<file path="src/rtl/pwm_capture.sv">
// pwm_capture: measures an incoming PWM waveform in units of step ticks.
// Reports the high-step count (saturated to N bits) and the rise-to-rise
// period once per PWM period, and flags a constant-level input via timeout.
module pwm_capture #(
    parameter int N           = 4,
    parameter int SYNC_STAGES = 2
) (
    input  logic         clk,
    input  logic         rst,
    input  logic         ena,
    input  logic         step,
    input  logic         pwm_in,
    output logic [N-1:0] duty,
    output logic [N:0]   period,
    output logic         valid,
    output logic         stuck
);

    typedef enum logic {
        IDLE,
        MEASURE
    } state_t;

    state_t                 state_q, state_d;
    logic [SYNC_STAGES-1:0] sync_q, sync_d;
    logic                   pwm_d_q, pwm_d_d;
    logic [N:0]             per_cnt_q, per_cnt_d;
    logic [N:0]             hi_cnt_q, hi_cnt_d;
    logic [N-1:0]           duty_q, duty_d;
    logic [N:0]             period_q, period_d;
    logic                   valid_q, valid_d;
    logic                   stuck_q, stuck_d;

    logic                   pwm_s;
    logic                   rise;
    logic [N:0]             start_cnt;
    logic [N:0]             per_inc;
    logic [N:0]             hi_inc;

    assign pwm_s     = sync_q[SYNC_STAGES-1];
    assign rise      = pwm_s & ~pwm_d_q;
    // A step coinciding with the rise is the first step of the new period.
    assign start_cnt = {{N{1'b0}}, step};
    assign per_inc   = (per_cnt_q == '1) ? per_cnt_q : per_cnt_q + 1'b1;
    assign hi_inc    = (hi_cnt_q == '1) ? hi_cnt_q : hi_cnt_q + 1'b1;

    // Synchroniser shift and edge register; free-running regardless of ena.
    always_comb begin
        sync_d  = {sync_q[SYNC_STAGES-2:0], pwm_in};
        pwm_d_d = pwm_s;
    end

    // Next-state, counter and result logic for the IDLE/MEASURE machine.
    always_comb begin
        state_d   = state_q;
        per_cnt_d = per_cnt_q;
        hi_cnt_d  = hi_cnt_q;
        duty_d    = duty_q;
        period_d  = period_q;
        valid_d   = 1'b0;
        stuck_d   = stuck_q;
        if (!ena) begin
            state_d   = IDLE;
            per_cnt_d = '0;
            hi_cnt_d  = '0;
        end else begin
            case (state_q)
                IDLE: begin
                    per_cnt_d = '0;
                    hi_cnt_d  = '0;
                    if (rise) begin
                        state_d   = MEASURE;
                        per_cnt_d = start_cnt;
                        hi_cnt_d  = start_cnt;
                    end
                end
                MEASURE: begin
                    if (rise) begin
                        period_d  = per_cnt_q;
                        duty_d    = hi_cnt_q[N] ? '1 : hi_cnt_q[N-1:0];
                        valid_d   = 1'b1;
                        stuck_d   = 1'b0;
                        per_cnt_d = start_cnt;
                        hi_cnt_d  = start_cnt;
                    end else if (step && (per_cnt_q == '1)) begin
                        // This step would be step 2^(N+1) without a rise.
                        duty_d    = pwm_s ? '1 : '0;
                        period_d  = '0;
                        valid_d   = 1'b1;
                        stuck_d   = 1'b1;
                        state_d   = IDLE;
                        per_cnt_d = '0;
                        hi_cnt_d  = '0;
                    end else if (step) begin
                        per_cnt_d = per_inc;
                        if (pwm_s) begin
                            hi_cnt_d = hi_inc;
                        end
                    end
                end
                default: begin
                    state_d   = IDLE;
                    per_cnt_d = '0;
                    hi_cnt_d  = '0;
                end
            endcase
        end
    end

    // State and output registers with asynchronous active-low reset.
    always_ff @(posedge clk or negedge rst) begin
        if (!rst) begin
            state_q   <= IDLE;
            sync_q    <= '0;
            pwm_d_q   <= 1'b0;
            per_cnt_q <= '0;
            hi_cnt_q  <= '0;
            duty_q    <= '0;
            period_q  <= '0;
            valid_q   <= 1'b0;
            stuck_q   <= 1'b0;
        end else begin
            state_q   <= state_d;
            sync_q    <= sync_d;
            pwm_d_q   <= pwm_d_d;
            per_cnt_q <= per_cnt_d;
            hi_cnt_q  <= hi_cnt_d;
            duty_q    <= duty_d;
            period_q  <= period_d;
            valid_q   <= valid_d;
            stuck_q   <= stuck_d;
        end
    end

    assign duty   = duty_q;
    assign period = period_q;
    assign valid  = valid_q;
    assign stuck  = stuck_q;

endmodule

</file>
<file path="config.mk">
export PLATFORM = sky130hd
export DESIGN_NAME = pwm_capture
export DESIGN_NICKNAME = d
export VERILOG_FILES = /design/src/rtl/pwm_capture.sv
export SDC_FILE = /design/constraint.sdc
export NUM_CORES = 1
export LEC_CHECK = 0
export CAP_MARGIN = 20
export CORE_MARGIN = 2
export CORE_UTILIZATION = 40
export DETAILED_ROUTE_END_ITERATION = 7
export MAX_ROUTING_LAYER = met4
export SLEW_MARGIN = 0
export SYNTH_ARGS = -nofsm -noshare
export SYNTH_HDL_FRONTEND = slang
export SYNTH_SLANG_ARGS = --single-unit
</file>
<file path="constraint.sdc">
create_clock -name clk -period 1.8 [get_ports clk]
set_input_delay 0.36 -clock clk [delete_from_list [all_inputs] [get_ports clk]]
set_output_delay 0.36 -clock clk [all_outputs]
set_load 0.1 [all_outputs]
</file>
* Word level (Yosys, flattened, before mapping) *
Index checks and enable logic that the tools add are counted.
W data, S select, Z words.

storage, ports and cells
  bits in registers = 25
  input bits = 5
  output and inout bits = 11
  word-level logic and storage cells = 56

cells by class
  $add $sub $neg = 2
  eq/ne operators = 6
  muxes and demuxes = 31
  bitwise operators = 3
  reduce and logical (&&, ||, !) cells = 5

operators with widths
  kind                   number
  $mux W5                13
  $pmux W5 S2            2
  $mux W4                4
  $mux W1                11
  $add A5 B1 Y5 const B  2
  $eq A5 B5 Y1 const B   2
  $ne A5 B4 Y1 const B   2
  $reduce_and A3 Y1      2
  $ne A5 B2 Y1 const B   1
  $ne A5 B3 Y1 const B   1
  $not A1 Y1             2
  $pmux W1 S2            1
  $reduce_and A2 Y1      1
  $reduce_bool A2 Y1     1
  $and A1 B1 Y1          1
  $logic_and A1 B1 Y1    1

* Logic depth before layout (Yosys ltp) *
Gate-level depths: netlist of the first run.

  word-level depth = 8
  gate-level depth with buffers = 8
  depth with buffers taken out = 7

* Worst setup path after synthesis of the first run *
Ideal clock, no wire load.

  kind = reg2reg
  from = register hi_cnt_q[0]
  to = register hi_cnt_q[4]
  library setup time = 0.121 ns
  data arrival time = 1.601 ns
  data required time = 1.679 ns
  setup slack = 0.078 ns
  stages on the path, launching flop included = 8
  cells stage by stage = dfrtp_1 > ha_1 > and3_1 > ha_1 > nand2b_1 > a21oi_1 > nor2b_2 > a22o_1

on the way
  word-level cells in the longest chain between the ends = 8
  elaborated cells between the ends (all ways) = 11
  classes of those cells = 1 x add/sub; 2 x eq/ne; 7 x mux; 1 x reduce/logical

RTL lines
  item                    RTL line  RTL
  start, declared         28        logic [N:0] hi_cnt_q, hi_cnt_d;
  start signal, assigned  127       hi_cnt_q <= hi_cnt_d;
  $add A5 B1 Y5           45        assign hi_inc = (hi_cnt_q == '1) ? hi_cnt_q : hi_cnt_q + 1'b1;
  $mux W5                 45
  $mux W5                 96        if (pwm_s) begin
  $mux W5                 94        end else if (step) begin
  $mux W5                 85        end else if (step && (per_cnt_q == '1)) begin
  $mux W5                 78        if (rise) begin
  $pmux W5 S2             67        case (state_q)
  $mux W5                 62        if (!ena) begin

Parallel ways exist; a longest one is shown, timed or not. The select of a mux whose other input is x is not followed.
A chain may end at the register's enable or synchronous reset.

* Final worst setup path of the first run *
  from = register hi_cnt_q[0]
  to = register hi_cnt_q[1]

The elaborated chain is that of the path after synthesis.

==> results of run 1 <==
==> routing by layer <==
metal / up-vias / global-route usage [%] / wire [um] / part of all wire (%)
met5: - / - / 0 / 0
met2: 16 / 20.3 / 1020 / 46
li1: 425 / - / - / -
met3: 6 / 2.72 / 81 / 3.7
met4: 0 / 4.32 / 35 / 1.6
met1: 410 / 21.1 / 1080 / 49
==> path summary, 6_finish.rpt <==
check	startpoint	endpoint	cells past startpoint
setup / recovery	hi_cnt_q[0]	hi_cnt_q[1]	7
hold / removal	sync_q[0]	sync_q[1]	0
setup reg to reg	hi_cnt_q[0]	hi_cnt_q[1]	7
hold reg to reg	sync_q[0]	sync_q[1]	0
max in group asynchronous	rst	duty[0]	2
min in group asynchronous	rst	duty[3]	2
==> layout by cell type (no fill, tap or decap), types with 3 or more instances in the layout <==
cell type,Yosys,final
sky130_fd_sc_hd__buf_4,0,10
sky130_fd_sc_hd__dfrtp_1,25,25
sky130_fd_sc_hd__inv_1,3,3
sky130_fd_sc_hd__clkdlybuf4s50_1,0,4
sky130_fd_sc_hd__buf_12,0,11
sky130_fd_sc_hd__nand2_1,7,7
sky130_fd_sc_hd__a22o_1,3,3
sky130_fd_sc_hd__o21ai_0,10,10
sky130_fd_sc_hd__clkbuf_4,0,3
sky130_fd_sc_hd__and3_1,3,3
sky130_fd_sc_hd__nor2_1,9,8
sky130_fd_sc_hd__a22o_2,4,4
sky130_fd_sc_hd__nand2b_1,5,4
sky130_fd_sc_hd__a21oi_1,6,4
==> cells in the mapped netlist <==
master,instances,area [um^2]
sky130_fd_sc_hd__a211oi_1,1,7.51
sky130_fd_sc_hd__a21o_1,1,7.51
sky130_fd_sc_hd__a21o_4,1,15.0
sky130_fd_sc_hd__a21oi_1,6,30.0
sky130_fd_sc_hd__a22o_1,3,26.3
sky130_fd_sc_hd__a22o_2,4,40.0
sky130_fd_sc_hd__a22oi_1,2,15.0
sky130_fd_sc_hd__a311oi_1,1,8.76
sky130_fd_sc_hd__a31oi_1,1,6.26
sky130_fd_sc_hd__and2b_2,1,8.76
sky130_fd_sc_hd__and3_1,3,18.8
sky130_fd_sc_hd__and4bb_2,1,12.5
sky130_fd_sc_hd__buf_2,1,5.00
sky130_fd_sc_hd__buf_6,1,11.3
sky130_fd_sc_hd__dfrtp_1,25,626
sky130_fd_sc_hd__ha_1,4,50.1
sky130_fd_sc_hd__inv_1,3,11.3
sky130_fd_sc_hd__mux2i_1,1,10.0
sky130_fd_sc_hd__nand2_1,7,26.3
sky130_fd_sc_hd__nand2b_1,5,31.3
sky130_fd_sc_hd__nand2b_4,1,13.8
sky130_fd_sc_hd__nand3_1,2,10.0
sky130_fd_sc_hd__nand3b_1,2,15.0
sky130_fd_sc_hd__nor2_1,9,33.8
sky130_fd_sc_hd__nor2b_1,1,6.26
sky130_fd_sc_hd__nor2b_2,1,8.76
sky130_fd_sc_hd__nor3b_1,1,7.51
sky130_fd_sc_hd__nor4b_1,1,8.76
sky130_fd_sc_hd__o21ai_0,10,50.1
sky130_fd_sc_hd__o22ai_1,1,6.26
sky130_fd_sc_hd__or2_2,1,6.26
sky130_fd_sc_hd__xnor2_1,1,8.76
==> cell type report <==
cell class	instances	area [um^2]
tap	31	38.8
sequential	25	626
clock inverter	1	5.00
inverter	3	11.3
fill	250	1160
clock buffer	3	22.5
multi-input combinational	73	536
timing repair buffer	25	335
==> where the power goes <==
group	switching, W	internal [W]	total [W]
registers	0.0000293	0.000589	0.000618
clock network	0.000174	0.0000833	0.000258
logic	0.000205	0.000119	0.000324
==> state kept, by name (all words and copies together), names as in the netlist, 2 cells and up <==
register   flops
sync_q         2
per_cnt_q      5
hi_cnt_q       5
period         5
duty           4
==> logic make-up after synthesis <==
group	share of synthesized area, %
xor+xnor	0.767
buf+inv	2.41
flops	54.8
simple gates	18.2
mux	0.876
fa+ha+maj	4.38
compound gates	18.6
==> stage by stage <==
| step | power [W] | utilization (%) |
|---|---|---|
| final | 0.00120 | 57.6 |
| after global routing | 0.00125 | 57.6 |
| after CTS | 0.00120 | 55.6 |
| after detailed placement | 0.000944 | 54.6 |
| after global placement | 0.000941 | 54.6 |
| after floorplan | 0.000806 | - |
==> what timing repair did <==
action	in CTS	in global routing
setup endpoints to repair	0	6
resized for setup	0	11
setup buffers	0	1
hold endpoints to repair	0	0
==> impl_metrics.prom, run 1 <==
# TYPE chip_impl_metric gauge
chip_impl_metric{name="drt_iter0_drc",unit=""} 9
chip_impl_metric{name="least_margin_pin_slew",unit="ns"} 0.412
chip_impl_metric{name="finalNonFillerCells",unit=""} 161
chip_impl_metric{name="design.core.area",unit="um^2"} 2730
chip_impl_metric{name="routedWlPerCell",unit="um"} 13.8
chip_impl_metric{name="antenna_cells",unit=""} 0
chip_impl_metric{name="shortest_period_the_worst_path_allows",unit="ns"} 1.69
chip_impl_metric{name="globalplace.congestion",unit=""} 0.797
chip_impl_metric{name="share_of_post_route_cells_with_drive_strength_above_1",unit="%"} 33.1
chip_impl_metric{name="antenna_found_initial",unit=""} 0
chip_impl_metric{name="clock_path_buffers",unit=""} 2
chip_impl_info{name="tritoncts_clock_tree",value="yes"} 1
chip_impl_metric{name="setup_violations",unit=""} 0
chip_impl_metric{name="timing.hold.ws",unit="ns"} 0.365
chip_impl_info{name="run_status",value="finished clean"} 1
chip_impl_metric{name="initial_core_util",unit="%"} 41.8
chip_impl_metric{name="post-place-ws",unit="ns"} 0.0218
chip_impl_metric{name="timing.max_cap.violations",unit=""} 0
chip_impl_metric{name="via_count_of_the_routed_design",unit=""} 857
chip_impl_metric{name="dp_hpwl",unit="um"} 1560
chip_impl_metric{name="timing_hold_violations_final",unit=""} 0
chip_impl_metric{name="drt.antenna.violating_nets",unit=""} 0
chip_impl_metric{name="grt_residual_overflow",unit=""} 0
chip_impl_metric{name="drtPass1Iterations",unit=""} 4
chip_impl_metric{name="totalNegativeSetupSlack",unit="ns"} 0
chip_impl_metric{name="mappedNetlistArea",unit="um^2"} 1140
chip_impl_metric{name="yosysUniqueCellTypes",unit=""} 32
chip_impl_metric{name="ys_seq_elements",unit=""} 25
chip_impl_info{name="critical_path.endpoint_type",value="flip-flop"} 1
chip_impl_metric{name="critical_path.max_stage_delay",unit="ns"} 0.42
chip_impl_metric{name="route.detailed.vias_per_inst",unit=""} 5.32
chip_impl_metric{name="report.final.slew_viol_count",unit=""} 0
chip_impl_metric{name="synth.yosys.seq_area_share",unit="%"} 54.8
chip_impl_metric{name="die_y",unit="um"} 57.4
chip_impl_metric{name="cts_made_buffers",unit=""} 3
chip_impl_info{name="timing.critical_path.slowest_stage_cell",value="sky130_fd_sc_hd__dfrtp_1"} 1
chip_impl_info{name="setup.worst_path.start_class",value="flip-flop"} 1
chip_impl_metric{name="postPlaceCellArea",unit="um^2"} 1490
chip_impl_metric{name="critical_path_arrival",unit="ns"} 1.91
chip_impl_metric{name="fp.dieArea",unit="um^2"} 3300
chip_impl_metric{name="final_critical_path_setup_slack",unit="ns"} 0.111
chip_impl_metric{name="ioPinCount",unit=""} 16
chip_impl_metric{name="minimum_setup_slack_among_reg_to_reg_paths",unit="ns"} 0.11
chip_impl_info{name="worst-setup-path-type",value="reg2reg"} 1
chip_impl_metric{name="row_count",unit=""} 19
chip_impl_metric{name="nets",unit=""} 140
chip_impl_metric{name="grt_pass1_vias",unit=""} 804
chip_impl_info{name="root_buffer",value="sky130_fd_sc_hd__clkbuf_4"} 1
chip_impl_metric{name="placed_cells",unit=""} 156
chip_impl_info{name="class_of_the_worst_hold_path",value="reg2reg"} 1
chip_impl_metric{name="synth_cells",unit=""} 103
chip_impl_metric{name="power.leakage",unit="nW"} 0.717
chip_impl_metric{name="synthesis_warnings",unit=""} 0
chip_impl_metric{name="crit_path_max_fanout",unit=""} 3
chip_impl_metric{name="grt.total_usage",unit="%"} 14.4
chip_impl_metric{name="syn_avg_cell_area",unit="um^2"} 11.1
chip_impl_info{name="setup_repair_after_global_routing_missed_its_margin",value="false"} 1
chip_impl_info{name="crit_family",value="flip-flops"} 1
chip_impl_metric{name="period_share",unit="%"} 93.8
chip_impl_metric{name="cts-htree-levels",unit=""} 1
chip_impl_metric{name="clock-skew-final",unit="ns"} 0.00302
chip_impl_metric{name="max_clock_freq",unit="GHz"} 0.592
chip_impl_info{name="cell_chain_critical_path",value="ha_2, and3_1, ha_1, nand2b_4, a21oi_4, nor2b_4, a22o_1"} 1
chip_impl_metric{name="ir_drop_worst_case_vdd",unit="mV"} 0.571
chip_impl_metric{name="finalInstanceArea",unit="um^2"} 1570
chip_impl_metric{name="cts_hold_buf",unit=""} 0
chip_impl_metric{name="synth_nets",unit=""} 112
chip_impl_metric{name="cp_bufs_invs",unit=""} 0
chip_impl_metric{name="grt_start_max_net_pins",unit=""} 26
chip_impl_metric{name="cts.clk_slew.worst_paths",unit="ns"} 0.14
chip_impl_metric{name="first_pass_grt_wire_length",unit="um"} 3660
chip_impl_metric{name="dieWidth",unit="um"} 57.4
chip_impl_metric{name="numClockSinks",unit=""} 25
chip_impl_metric{name="powerDensity",unit="nW/um^2"} 762
chip_impl_metric{name="crit_required",unit="ns"} 2.02
chip_impl_metric{name="wl",unit="um"} 2220
chip_impl_metric{name="port_buffers",unit=""} 15
chip_impl_metric{name="worstSkewPairLatency",unit="ns"} 0.32
chip_impl_metric{name="drc",unit=""} 0
chip_impl_metric{name="layout-area-overhead-vs-synth",unit="%"} 37.8
chip_impl_metric{name="worst_relative_slew_slack",unit="%"} 72.4
(Power assumes the default switching activity.)
==> inputs of run 2 (changes only) <==
Settings changed: PLACE_DENSITY set to 0.74.
==> impl_metrics.prom, run 2 (synthesis results as in run 1) <==
# TYPE chip_impl_metric gauge
chip_impl_info{name="run_status",value="finished clean"} 1
chip_impl_metric{name="grt.total_usage",unit="%"} 15.0
chip_impl_metric{name="grt_residual_overflow",unit=""} 0
chip_impl_metric{name="ir_drop_worst_case_vdd",unit="mV"} 0.598
chip_impl_metric{name="totalPowerFinal",unit="W"} 0.00119
chip_impl_metric{name="comb_power_share",unit="%"} 27.3
chip_impl_metric{name="shortest_period_the_worst_path_allows",unit="ns"} 1.74
chip_impl_metric{name="globalplace.congestion",unit=""} 0.941
chip_impl_metric{name="antenna_found_initial",unit=""} 0
chip_impl_info{name="rr_endpoint",value="hi_cnt_q[4]"} 1
chip_impl_metric{name="timing.hold.ws",unit="ns"} 0.367
chip_impl_info{name="most_common_cell_after_layout_fill_and_taps_aside",value="sky130_fd_sc_hd__dfrtp_1"} 1
chip_impl_metric{name="internal_power",unit="W"} 0.000794
chip_impl_metric{name="timing_hold_violations_final",unit=""} 0
chip_impl_metric{name="initial_core_util",unit="%"} 41.8
chip_impl_info{name="setup.worst_path.start_class",value="flip-flop"} 1
chip_impl_metric{name="grt_start_max_net_pins",unit=""} 26
chip_impl_metric{name="route.detailed.vias_per_inst",unit=""} 5.54
chip_impl_metric{name="worst_relative_slew_slack",unit="%"} 72.6
chip_impl_metric{name="drt.antenna.violating_nets",unit=""} 0
chip_impl_metric{name="timing.max_cap.violations",unit=""} 0
chip_impl_metric{name="pwr-share-clk",unit="%"} 20.8
chip_impl_info{name="most-common-layout-cells",value="sky130_fd_sc_hd__dfrtp_1, sky130_fd_sc_hd__buf_12, sky130_fd_sc_hd__o21ai_0, sky130_fd_sc_hd__buf_4, sky130_fd_sc_hd__nor2_1"} 1
chip_impl_metric{name="ioPinCount",unit=""} 16
chip_impl_metric{name="cts-htree-levels",unit=""} 1
chip_impl_metric{name="final_core_util",unit="%"} 57.6
chip_impl_metric{name="layout_fillers",unit=""} 220
chip_impl_metric{name="dp_hpwl",unit="um"} 1570
chip_impl_metric{name="layout-area-overhead-vs-synth",unit="%"} 37.9
chip_impl_metric{name="power.leakage",unit="nW"} 0.720
chip_impl_metric{name="finalInstanceArea",unit="um^2"} 1580
chip_impl_metric{name="clock_path_buffers",unit=""} 2
chip_impl_metric{name="sequentialPowerShare",unit="%"} 51.9
chip_impl_info{name="min_delay_worst_endpoint",value="sync_q[1]"} 1
chip_impl_metric{name="minimum_setup_slack_among_reg_to_reg_paths",unit="ns"} 0.06
chip_impl_metric{name="crit_path_max_fanout",unit=""} 3
chip_impl_metric{name="nets",unit=""} 140
chip_impl_metric{name="first_pass_grt_wire_length",unit="um"} 3660
chip_impl_metric{name="power.net_switching",unit="W"} 0.000395
chip_impl_metric{name="drt_iter0_drc",unit=""} 43
chip_impl_metric{name="drtPass1Iterations",unit=""} 4
chip_impl_metric{name="min_path_cells",unit=""} 0
chip_impl_info{name="hold_path_startpoint",value="sync_q[0]"} 1
chip_impl_metric{name="drc",unit=""} 0
chip_impl_info{name="tritoncts_clock_tree",value="yes"} 1
chip_impl_metric{name="worstSkewPairLatency",unit="ns"} 0.32
chip_impl_metric{name="numClockSinks",unit=""} 25
chip_impl_metric{name="ff2ff_path_depth",unit=""} 7
chip_impl_metric{name="placed_cells",unit=""} 156
chip_impl_metric{name="port_buffers",unit=""} 15
chip_impl_metric{name="critical_path_arrival",unit="ns"} 1.95
chip_impl_info{name="critical_path.endpoint_type",value="flip-flop"} 1
chip_impl_metric{name="dieWidth",unit="um"} 57.4
chip_impl_metric{name="routedWlPerCell",unit="um"} 14.1
chip_impl_info{name="critPathLaunch",value="hi_cnt_q[0]"} 1
chip_impl_metric{name="cts.clk_slew.worst_paths",unit="ns"} 0.12
chip_impl_metric{name="least_margin_pin_slew",unit="ns"} 0.409
chip_impl_metric{name="switching_share",unit="%"} 33.2
chip_impl_info{name="class_of_the_worst_hold_path",value="reg2reg"} 1
chip_impl_metric{name="wl",unit="um"} 2270
chip_impl_metric{name="share_of_post_route_cells_with_drive_strength_above_1",unit="%"} 32.3
chip_impl_info{name="root_buffer",value="sky130_fd_sc_hd__clkbuf_4"} 1
chip_impl_metric{name="setup_violations",unit=""} 0
chip_impl_metric{name="finalNonFillerCells",unit=""} 161
chip_impl_metric{name="report.final.slew_viol_count",unit=""} 0
chip_impl_metric{name="grt_pass1_vias",unit=""} 857
chip_impl_metric{name="fp.dieArea",unit="um^2"} 3300
chip_impl_metric{name="via_count_of_the_routed_design",unit=""} 892
chip_impl_info{name="r2r-start",value="hi_cnt_q[0]"} 1
chip_impl_metric{name="antenna_cells",unit=""} 0
chip_impl_metric{name="cts_made_buffers",unit=""} 3
chip_impl_info{name="worst-setup-path-type",value="reg2reg"} 1
chip_impl_metric{name="powerDensity",unit="nW/um^2"} 755
chip_impl_metric{name="postPlaceCellArea",unit="um^2"} 1490
chip_impl_metric{name="max_clock_freq",unit="GHz"} 0.575
chip_impl_metric{name="die_y",unit="um"} 57.4
chip_impl_metric{name="clock-skew-final",unit="ns"} 0.00471
chip_impl_metric{name="row_count",unit=""} 19
chip_impl_metric{name="design.core.area",unit="um^2"} 2730
chip_impl_metric{name="period_share",unit="%"} 96.7
chip_impl_metric{name="crit_required",unit="ns"} 2.01
## run 2: changes by cell type in the layout (fill, tap and decap cells not counted)
cell / delta
sky130_fd_sc_hd__clkbuf_1: +1
sky130_fd_sc_hd__clkinv_2: -1
sky130_fd_sc_hd__ha_1: +1
sky130_fd_sc_hd__nor3b_2: +1
sky130_fd_sc_hd__ha_2: -1
sky130_fd_sc_hd__nor3b_1: -1
## run 2: final cells by class
type	instances	area [um^2]	area share (%)
clock buffer	4	26.3	1.67
sequential	25	626	39.7
tap	31	38.8	2.46
timing repair buffer	25	335	21.3
inverter	3	11.3	0.715
multi-input combinational	73	538	34.2
## run 2: repair_timing
action,CTS,global route
setup buffers,0,1
pin swaps,0,3
endpoints found under the setup margin,2,10
gates resized for setup,1,9
hold buffers,0,0
## run 2: routing by layer
layer  GRT usage (%)  part of all wire, %  vias to the layer above
li1                -                    -                      426
met1            18.4                   43                      436
met2            23.2                   50                       26
met3            2.04                  4.8                        4
met4            9.30                  2.2                        0
met5               -                    0                        -
## run 2: critical path, stage by stage (launching register included)
cell and delay (ns):
sky130_fd_sc_hd__dfrtp_1 0.41, sky130_fd_sc_hd__ha_1 0.23, sky130_fd_sc_hd__and3_1 0.19, sky130_fd_sc_hd__ha_1 0.18
sky130_fd_sc_hd__nand2b_4 0.17, sky130_fd_sc_hd__a21oi_4 0.17, sky130_fd_sc_hd__nor2b_4 0.06, sky130_fd_sc_hd__a22o_1 0.23
## run 2: worst max path at each step
| stage | end | slack (ns) | depth (start not counted) |
|---|---|---|---|
| 3_3_place_gp | hi_cnt_q[4] | 0.03 | 7 |
| 5_1_grt | hi_cnt_q[4] | -0.02 | 7 |
| 2_1_floorplan | hi_cnt_q[4] | 0.08 | 7 |
| 6_report | hi_cnt_q[4] | 0.06 | 7 |
| 3_5_place_dp | hi_cnt_q[2] | 0.009 | 7 |
| 4_1_cts | hi_cnt_q[0] | 0.002 | 6 |
## run 2: power by group through the flow
stage               clock network (W)  registers [W]  logic (W)
floorplan                           0       0.000757  0.0000493
global placement                    0       0.000627   0.000313
detailed placement                  0       0.000628   0.000316
CTS                          0.000256       0.000617   0.000317
global route                 0.000273       0.000622   0.000340
finish                       0.000247       0.000618   0.000325
## run 2: metrics by stage
step / TNS [ns] / setup WS [ns]
final: 0 / 0.0600
after global routing: -0.0152 / -0.0152
after CTS: 0 / 0.00211
after detailed placement: 0 / 0.00945
after global placement: 0 / 0.0345
after floorplan: 0 / 0.0785
